$ cat config.mk
export PLATFORM = sky130hd
export DESIGN_NAME = bin2bcd_seq
export DESIGN_NICKNAME = d
export VERILOG_FILES = /design/src/rtl/bin2bcd_seq.sv
export SDC_FILE = /design/constraint.sdc
export NUM_CORES = 1
export LEC_CHECK = 0
export CAP_MARGIN = 20
export CELL_PAD_IN_SITES_DETAIL_PLACEMENT = 0
export CELL_PAD_IN_SITES_GLOBAL_PLACEMENT = 1
export CORE_MARGIN = 1.5
export CORE_UTILIZATION = 41
export CTS_CLUSTER_DIAMETER = 100
export DETAILED_ROUTE_END_ITERATION = 7
export HOLD_SLACK_MARGIN = 0.15
export PLACE_DENSITY = 0.89
export SLEW_MARGIN = 20
export SYNTH_ARGS = -nofsm -noshare
export SYNTH_HDL_FRONTEND = slang
export SYNTH_SLANG_ARGS = --single-unit
$ cat constraint.sdc
create_clock -name clk -period 2.4 [get_ports clk]
set_input_delay 0.48 -clock clk [delete_from_list [all_inputs] [get_ports clk]]
set_output_delay 0.48 -clock clk [all_outputs]
set_load 0.01 [all_outputs]
$ cat src/rtl/bin2bcd_seq.sv
// Sequential binary-to-BCD converter using one double-dabble step per clock.
// Accepts signed or unsigned input and reports sign and decimal overflow.
module bin2bcd_seq #(
    parameter int WIDTH  = 16,
    parameter int DIGITS = 5
) (
    input  logic                  clk,
    input  logic                  rst,
    input  logic                  start,
    input  logic [WIDTH-1:0]      binary,
    input  logic                  signed_mode,
    output logic                  busy,
    output logic                  done,
    output logic [4*DIGITS-1:0]   bcd,
    output logic                  negative,
    output logic                  overflow
);

    localparam int BW = 4 * DIGITS;
    localparam int CW = $clog2(WIDTH + 1);

    typedef enum logic [1:0] {
        IDLE,
        SHIFT,
        DONE
    } state_t;

    state_t          state_q, state_d;
    logic [WIDTH-1:0] mag_q, mag_d;
    logic             sign_q, sign_d;
    logic [BW-1:0]    scr_q, scr_d;
    logic             sticky_q, sticky_d;
    logic [CW-1:0]    cnt_q, cnt_d;
    logic [BW-1:0]    bcd_q, bcd_d;
    logic             neg_q, neg_d;
    logic             ovf_q, ovf_d;

    logic             neg_in;
    logic [WIDTH-1:0] mag_in;
    logic [BW-1:0]    adj;
    logic [BW-1:0]    scr_next;
    logic             carry;

    // -2^(WIDTH-1) negates to itself, which read unsigned is the correct magnitude.
    assign neg_in = signed_mode & binary[WIDTH-1];
    assign mag_in = neg_in ? -binary : binary;

    always_comb begin
        adj = scr_q;
        for (int unsigned k = 0; k < DIGITS; k++) begin
            if (adj[4*k +: 4] >= 4'd5) begin
                adj[4*k +: 4] = adj[4*k +: 4] + 4'd3;
            end
        end
        carry    = adj[BW-1];
        scr_next = {adj[BW-2:0], mag_q[WIDTH-1]};
    end

    always_comb begin
        state_d  = state_q;
        mag_d    = mag_q;
        sign_d   = sign_q;
        scr_d    = scr_q;
        sticky_d = sticky_q;
        cnt_d    = cnt_q;
        bcd_d    = bcd_q;
        neg_d    = neg_q;
        ovf_d    = ovf_q;
        case (state_q)
            IDLE: begin
                if (start) begin
                    mag_d    = mag_in;
                    sign_d   = neg_in & (|mag_in);
                    scr_d    = '0;
                    sticky_d = 1'b0;
                    cnt_d    = '0;
                    state_d  = SHIFT;
                end
            end
            SHIFT: begin
                scr_d    = scr_next;
                mag_d    = {mag_q[WIDTH-2:0], 1'b0};
                sticky_d = sticky_q | carry;
                cnt_d    = cnt_q + CW'(1);
                if (cnt_q == CW'(WIDTH - 1)) begin
                    state_d = DONE;
                    bcd_d   = scr_next;
                    neg_d   = sign_q;
                    ovf_d   = sticky_q | carry;
                end
            end
            DONE:    state_d = IDLE;
            default: state_d = IDLE;
        endcase
    end

    always_ff @(posedge clk) begin
        if (rst) begin
            state_q  <= IDLE;
            mag_q    <= '0;
            sign_q   <= 1'b0;
            scr_q    <= '0;
            sticky_q <= 1'b0;
            cnt_q    <= '0;
            bcd_q    <= '0;
            neg_q    <= 1'b0;
            ovf_q    <= 1'b0;
        end else begin
            state_q  <= state_d;
            mag_q    <= mag_d;
            sign_q   <= sign_d;
            scr_q    <= scr_d;
            sticky_q <= sticky_d;
            cnt_q    <= cnt_d;
            bcd_q    <= bcd_d;
            neg_q    <= neg_d;
            ovf_q    <= ovf_d;
        end
    end

    assign busy     = (state_q == SHIFT);
    assign done     = (state_q == DONE);
    assign bcd      = bcd_q;
    assign negative = neg_q;
    assign overflow = ovf_q;

endmodule

# Word-level counts from Yosys, hierarchy flattened
# Cells that the tools add are included.
dict set report word_totals {
  input_bits 20
  regBits 67
  elab_cells 53
  out_inout_bits 24
}
dict set report op_classes {
  n_lt_le_gt_ge 5
  n_eq_ne 5
  addsub 7
  muxes 17
  bitwise 3
  reduce_logical 7
}
# op count
set ops {}
lappend ops {{case mux 20 bit (2 select lines)} 1}
lappend ops {{two-way mux 16 bit} 2}
lappend ops {{case mux 16 bit (2 select lines)} 1}
lappend ops {{adder 4 x 2 -> 4 bit, second input constant} 5}
lappend ops {{>= comparator 4 x 3 -> 1 bit, second input constant} 5}
lappend ops {{two-way mux 20 bit} 1}
lappend ops {{two-way mux 4 bit} 5}
lappend ops {{negator 16 bit} 1}
lappend ops {{OR reduction 16 bit} 1}
lappend ops {{case mux 5 bit (2 select lines)} 1}
lappend ops {{AND reduction 2 bit} 4}
lappend ops {{adder 5 x 1 -> 5 bit, second input constant} 1}
lappend ops {{equality test 5 x 4 -> 1 bit, second input constant} 1}
lappend ops {{two-way mux 5 bit} 1}
lappend ops {{two-way mux 2 bit} 2}
lappend ops {{case mux 2 bit (2 select lines)} 1}
lappend ops {{AND 1 bit} 2}
lappend ops {{equality test 2 x 1 -> 1 bit, second input constant} 1}
lappend ops {{equality test 2 bit, second input constant} 1}
lappend ops {{logical NOT 2 bit} 1}
lappend ops {{inequality test 2 x 1 -> 1 bit, second input constant} 1}
lappend ops {{inequality test 2 bit, second input constant} 1}
lappend ops {{case mux 1 bit (2 select lines)} 1}
lappend ops {{nonzero test 2 bit} 1}
lappend ops {{2 further kinds} 2}

# Depth between registers and ports, before layout
dict set report logic_depth {
  word_depth 4
  depth_mapped 8
}

# Worst setup path before layout
# OpenSTA, ideal clock, no wires.
dict set report synth_timing {
  path_kind {input to register}
  from {input port binary[0]}
  to {register sign_q}
  setup_slack_ns 0.463
  arrival_ns 1.803
  stages 7
  n_path_buf 0
  path_cell_list {inv_1 > ha_1 > or3b_2 > a211oi_2 > nand4_1 > o41ai_1 > nand3_1}
}
dict set report synth_between {
  elab_chain_len 4
}
# item line
set synth_lines {}
lappend synth_lines {{start, declared} 10} ;# input logic [WIDTH-1:0] binary,
lappend synth_lines {{negator 16 bit} 46} ;# assign mag_in = neg_in ? -binary : binary;
lappend synth_lines {{two-way mux 16 bit *} 46}
lappend synth_lines {{OR reduction 16 bit *} 73} ;# sign_d = neg_in & (|mag_in);
lappend synth_lines {{AND 1 bit *} 73}
lappend synth_lines {{end signal, assigned} 111} ;# sign_q <= sign_d;
lappend synth_lines {{end, declared} 30} ;# logic sign_q, sign_d;
# Mark *: on every way between the ends. The rest lies on a longest branch, timed or not.
# A chain may end at the register's enable or synchronous reset.

# Worst setup path in the final report
dict set report layout_timing {
  from {register state_q[1]}
  to {output port busy}
}
dict set report layout_between {
  elab_chain_len 1
}
# item line
set layout_lines {}
lappend layout_lines {{start, declared} 28} ;# state_t state_q, state_d;
lappend layout_lines {{start signal, assigned} 109} ;# state_q <= state_d;
lappend layout_lines {{equality test 2 x 1 -> 1 bit} 121} ;# assign busy = (state_q == SHIFT);
lappend layout_lines {{end, declared} 12} ;# output logic busy,
# No other way between the ends.

==> results.rst <==
.. list-table::
   :header-rows: 1

   * - Metric
     - Value
   * - Final Hold Vio Count
     - 0
   * - Effective utilization at floorplan
     - 41.8%
   * - Total number of H-tree levels
     - 3
   * - Via count of the first global-routing pass
     - 3119
   * - Largest fanout of any net on the critical path
     - 26
   * - Cell variety after synth
     - 55
   * - Area share of fa/ha/maj cells after synthesis
     - 4.86%
   * - Final worst clock skew
     - 7.90 ps
   * - Critical Path Start Type
     - flop
   * - Critical path arrival
     - 1750 ps
   * - Critical path, cell by cell
     - nand2b_1 -> inv_1 -> buf_4 -> clkdlybuf4s50_1
   * - Total detailed-routing wirelength
     - 8.36 mm
   * - Library cell with the largest summed area after synthesis
     - sky130_fd_sc_hd__dfxtp_1
   * - Synthesized area per cell
     - 8.05 sq um
   * - Initial antenna violation count
     - 0
   * - Overall Global Routing Usage
     - 18.3%
   * - Simple-gate share of the synthesized area
     - 24.9%
   * - Max-cap viol count
     - 0
   * - Post-synthesis sequential area ratio
     - 37.2%
   * - Post-synthesis sequential element count
     - 67
   * - Post-layout nets
     - 535
   * - Power density of the placed cells
     - 530 nW/um^2
   * - Full die area
     - 9370 sq um
   * - Worst-case vdd ir drop
     - 223 uV
   * - Fraction of post-synthesis cell area in the top cell type by area
     - 37.2%
   * - Clk Latency, worst-skew pair
     - 340 ps
   * - Portion of netlist area occupied by mux cells
     - 1.94%
   * - Fin crit period
     - 2230 ps
   * - Ranking of synthesized cells by area
     - sky130_fd_sc_hd__dfxtp_1 37%, sky130_fd_sc_hd__a21oi_1 8.2%, sky130_fd_sc_hd__nand2_1 5.2%
   * - Number of buffers added by the clock tree synthesis step
     - 9
   * - Number of cells in the design after placement
     - 598
   * - Relative max-transition margin
     - 39.4%
   * - Initial detailed-routing violation count
     - 147
   * - Finished Layout Cells
     - 612
   * - Number of input and output port buffers inserted
     - 43
   * - Cell depth of the worst min-delay path
     - 2
   * - Number of buffers on the longest clock path
     - 2
   * - EDFF count, synth
     - 0
   * - Delay of the slowest cell on the worst path
     - 590 ps
   * - DR pass1 iterations
     - 4
   * - CORE AREA
     - 8640 sq um
   * - Fraction of the cycle the final worst path needs
     - 92.7%
   * - Final number of setup-violating endpoints
     - 0
   * - Pin count of the biggest net entering global routing
     - 32
   * - Fraction of the mapped netlist area in compound gates
     - 22.3%
   * - Critical path class
     - flop to output pin
   * - Master of the slowest instance on the critical path
     - sky130_fd_sc_hd__clkdlybuf4s50_1
   * - Post-DR wirelength/cell
     - 13.7 um
   * - Hold_ws
     - 453 ps
   * - Post-synthesis share of cell area spent on xor and xnor gates
     - 3.16%
   * - Status
     - completed
   * - Clock-pin slew of the registers on the worst-case setup and hold paths
     - 70 ps
   * - Via density per instance
     - 5.47
   * - Post-CTS Resized
     - 0
   * - CTS tree
     - built
   * - Synthesized netlist net count
     - 482
   * - Hold buffer count at cts
     - 0
   * - DIE HEIGHT
     - 96.8 um
   * - Number of inserted diodes
     - 0
   * - Residual overflow from global routing
     - 0
   * - Vias post-DR
     - 3346
   * - Fraction of layout cells with a size suffix above 1
     - 10.3%
   * - Main combinational cell family by area after synthesis
     - simple AND/OR/NAND/NOR gates
   * - Setup crit end kind
     - output pin
   * - Top FF cell, synth
     - sky130_fd_sc_hd__dfxtp_1
   * - Final Core Density
     - 51.2%
   * - Path type of the worst min-delay path
     - flop to flop
   * - Reg2reg path depth
     - 7
   * - Share of synthesized flip-flops with an asynchronous set or reset
     - 0%
   * - Pin slew with the least headroom to its limit
     - 906 ps
   * - Area Growth Syn to Fin
     - 22.5%
   * - # Post-CTS Setup Buffers
     - 0
   * - Register-to-register setup slack
     - 540 ps
   * - Clock root buffer master
     - sky130_fd_sc_hd__clkbuf_8
   * - Global-route wire length before repair
     - 14.3 mm
   * - Number of nets still failing antenna checks after routing
     - 0
   * - Unrepaired setup endpoints after global routing
     - no
   * - I/O pin count
     - 44
   * - Max-slew violation count
     - 0
   * - Static Leakage
     - 1.55 nW
   * - Routability congestion estimate from global placement
     - 0.829
   * - Post-DP HPWL
     - 5.94 mm
   * - Yosys warning total
     - 0
   * - Highest clock rate
     - 449 MHz
   * - Cell area after technology mapping
     - 3610 sq um
   * - DRC violations left
     - 0
   * - Num rows
     - 34
   * - Critical path required time
     - 1920 ps
   * - Cells after Synth
     - 448
   * - Clock sink count
     - 67
   * - Horizontal die dimension
     - 96.8 um
## where the power goes
group / internal (W) / switching, W / leakage, nW / total [W]
Clock: 0.000493 / 0.000389 / 0.0950 / 0.000882
Combinational: 0.000122 / 0.000175 / 0.916 / 0.000298
Sequential: 0.00114 / 0.0000194 / 0.543 / 0.00116
## logic make-up after synthesis
family,Yosys count
DFF,67
AOI/OAI and AO/OA,131
muxes,7
and+or+nand+nor,171
buffers and inverters,45
xor gates and xnor gates,13
adders and majority gates,14
## sequential cells by signal, summed over array words and instances (netlist names)
| register | cells |
|---|---|
| bcd | 20 |
| cnt_q | 5 |
| mag_q | 16 |
| negative | 1 |
| overflow | 1 |
| scr_q | 20 |
| sign_q | 1 |
| state_q | 2 |
| sticky_q | 1 |
## Yosys cell counts (3+ instances only)
| cell | n |
|---|---|
| sky130_fd_sc_hd__a211oi_1 | 12 |
| sky130_fd_sc_hd__a21boi_0 | 3 |
| sky130_fd_sc_hd__a21oi_1 | 59 |
| sky130_fd_sc_hd__a22oi_1 | 13 |
| sky130_fd_sc_hd__a31oi_1 | 3 |
| sky130_fd_sc_hd__and2_1 | 3 |
| sky130_fd_sc_hd__buf_1 | 5 |
| sky130_fd_sc_hd__buf_2 | 5 |
| sky130_fd_sc_hd__clkbuf_1 | 16 |
| sky130_fd_sc_hd__dfxtp_1 | 67 |
| sky130_fd_sc_hd__ha_1 | 14 |
| sky130_fd_sc_hd__inv_1 | 15 |
| sky130_fd_sc_hd__mux2i_1 | 7 |
| sky130_fd_sc_hd__nand2_1 | 50 |
| sky130_fd_sc_hd__nand2b_1 | 8 |
| sky130_fd_sc_hd__nand3_1 | 25 |
| sky130_fd_sc_hd__nand4_1 | 7 |
| sky130_fd_sc_hd__nor2_1 | 28 |
| sky130_fd_sc_hd__nor2b_1 | 7 |
| sky130_fd_sc_hd__nor3_1 | 15 |
| sky130_fd_sc_hd__nor3b_1 | 12 |
| sky130_fd_sc_hd__o21a_1 | 3 |
| sky130_fd_sc_hd__o21ai_0 | 20 |
| sky130_fd_sc_hd__xnor2_1 | 6 |
| sky130_fd_sc_hd__xor2_1 | 7 |
## critical path, delay by kind of cell (launching register included)
kind / cells / cell delay, ps
and+or+nand+nor: 1 / 150
DFF: 1 / 320
buffers and inverters: 3 / 930
## final cells by class
cell class | count | area [sq um]
sequential | 67 | 1340
clock buffer | 11 | 141
inverter | 15 | 56.3
clock inverter | 3 | 40.0
timing repair buffer | 72 | 643
tap | 108 | 135
multi-input combinational | 336 | 2060
fill | 827 | 4220
## metrics by stage
step                      TNS (ps)  area, sq um  worst slack, ps  power, W
final                            0         4420              175   0.00234
after global routing             0         4420             66.8   0.00246
after CTS                        0         4420              137   0.00237
after detailed placement     -88.8         4240            -88.8   0.00148
after global placement       -15.3         4240            -15.3   0.00147
after floorplan                  0         3610              463   0.00135
## layout by cell type (no fill, tap or decap), types with 2 or more instances in the layout
cell type	count
sky130_fd_sc_hd__mux2i_1	7
sky130_fd_sc_hd__nor3b_1	12
sky130_fd_sc_hd__inv_1	15
sky130_fd_sc_hd__ha_1	14
sky130_fd_sc_hd__clkdlybuf4s50_1	42
sky130_fd_sc_hd__nand2_1	50
sky130_fd_sc_hd__nand3_1	25
sky130_fd_sc_hd__a21o_1	2
sky130_fd_sc_hd__xor2_1	7
sky130_fd_sc_hd__a221oi_1	2
sky130_fd_sc_hd__nor3_1	15
sky130_fd_sc_hd__o21a_1	3
sky130_fd_sc_hd__nor2b_1	7
sky130_fd_sc_hd__clkinv_2	2
sky130_fd_sc_hd__xnor2_1	6
sky130_fd_sc_hd__nand4_1	7
sky130_fd_sc_hd__a22oi_1	13
sky130_fd_sc_hd__and4b_1	2
sky130_fd_sc_hd__clkbuf_8	10
sky130_fd_sc_hd__a211oi_1	12
sky130_fd_sc_hd__buf_4	29
sky130_fd_sc_hd__nor2_1	28
sky130_fd_sc_hd__a32oi_1	2
sky130_fd_sc_hd__nand3b_1	2
sky130_fd_sc_hd__a31oi_1	3
sky130_fd_sc_hd__dfxtp_1	67
sky130_fd_sc_hd__o22ai_1	2
sky130_fd_sc_hd__nor4_4	2
sky130_fd_sc_hd__o21ai_0	20
sky130_fd_sc_hd__a21boi_0	3
sky130_fd_sc_hd__nand2b_1	8
sky130_fd_sc_hd__a21oi_1	59
sky130_fd_sc_hd__and2_1	3
## layer usage
layer	share of wire, %	vias up	wire length [um]	global-route usage, %
li1	-	1709	-	-
met1	47	1546	3910	22.6
met2	48	82	4030	31.3
met3	4.1	9	343	4.12
met4	0.86	0	72	6.58
met5	0	-	0	0
## final timing paths
check | startpoint | endpoint
worst max-delay path | state_q[1] | busy
worst min-delay path | bcd[9] | bcd[9]
worst max register to register | cnt_q[0] | bcd[15]
worst min register to register | bcd[9] | bcd[9]
No activity file was read; power rests on OpenSTA's default activity.
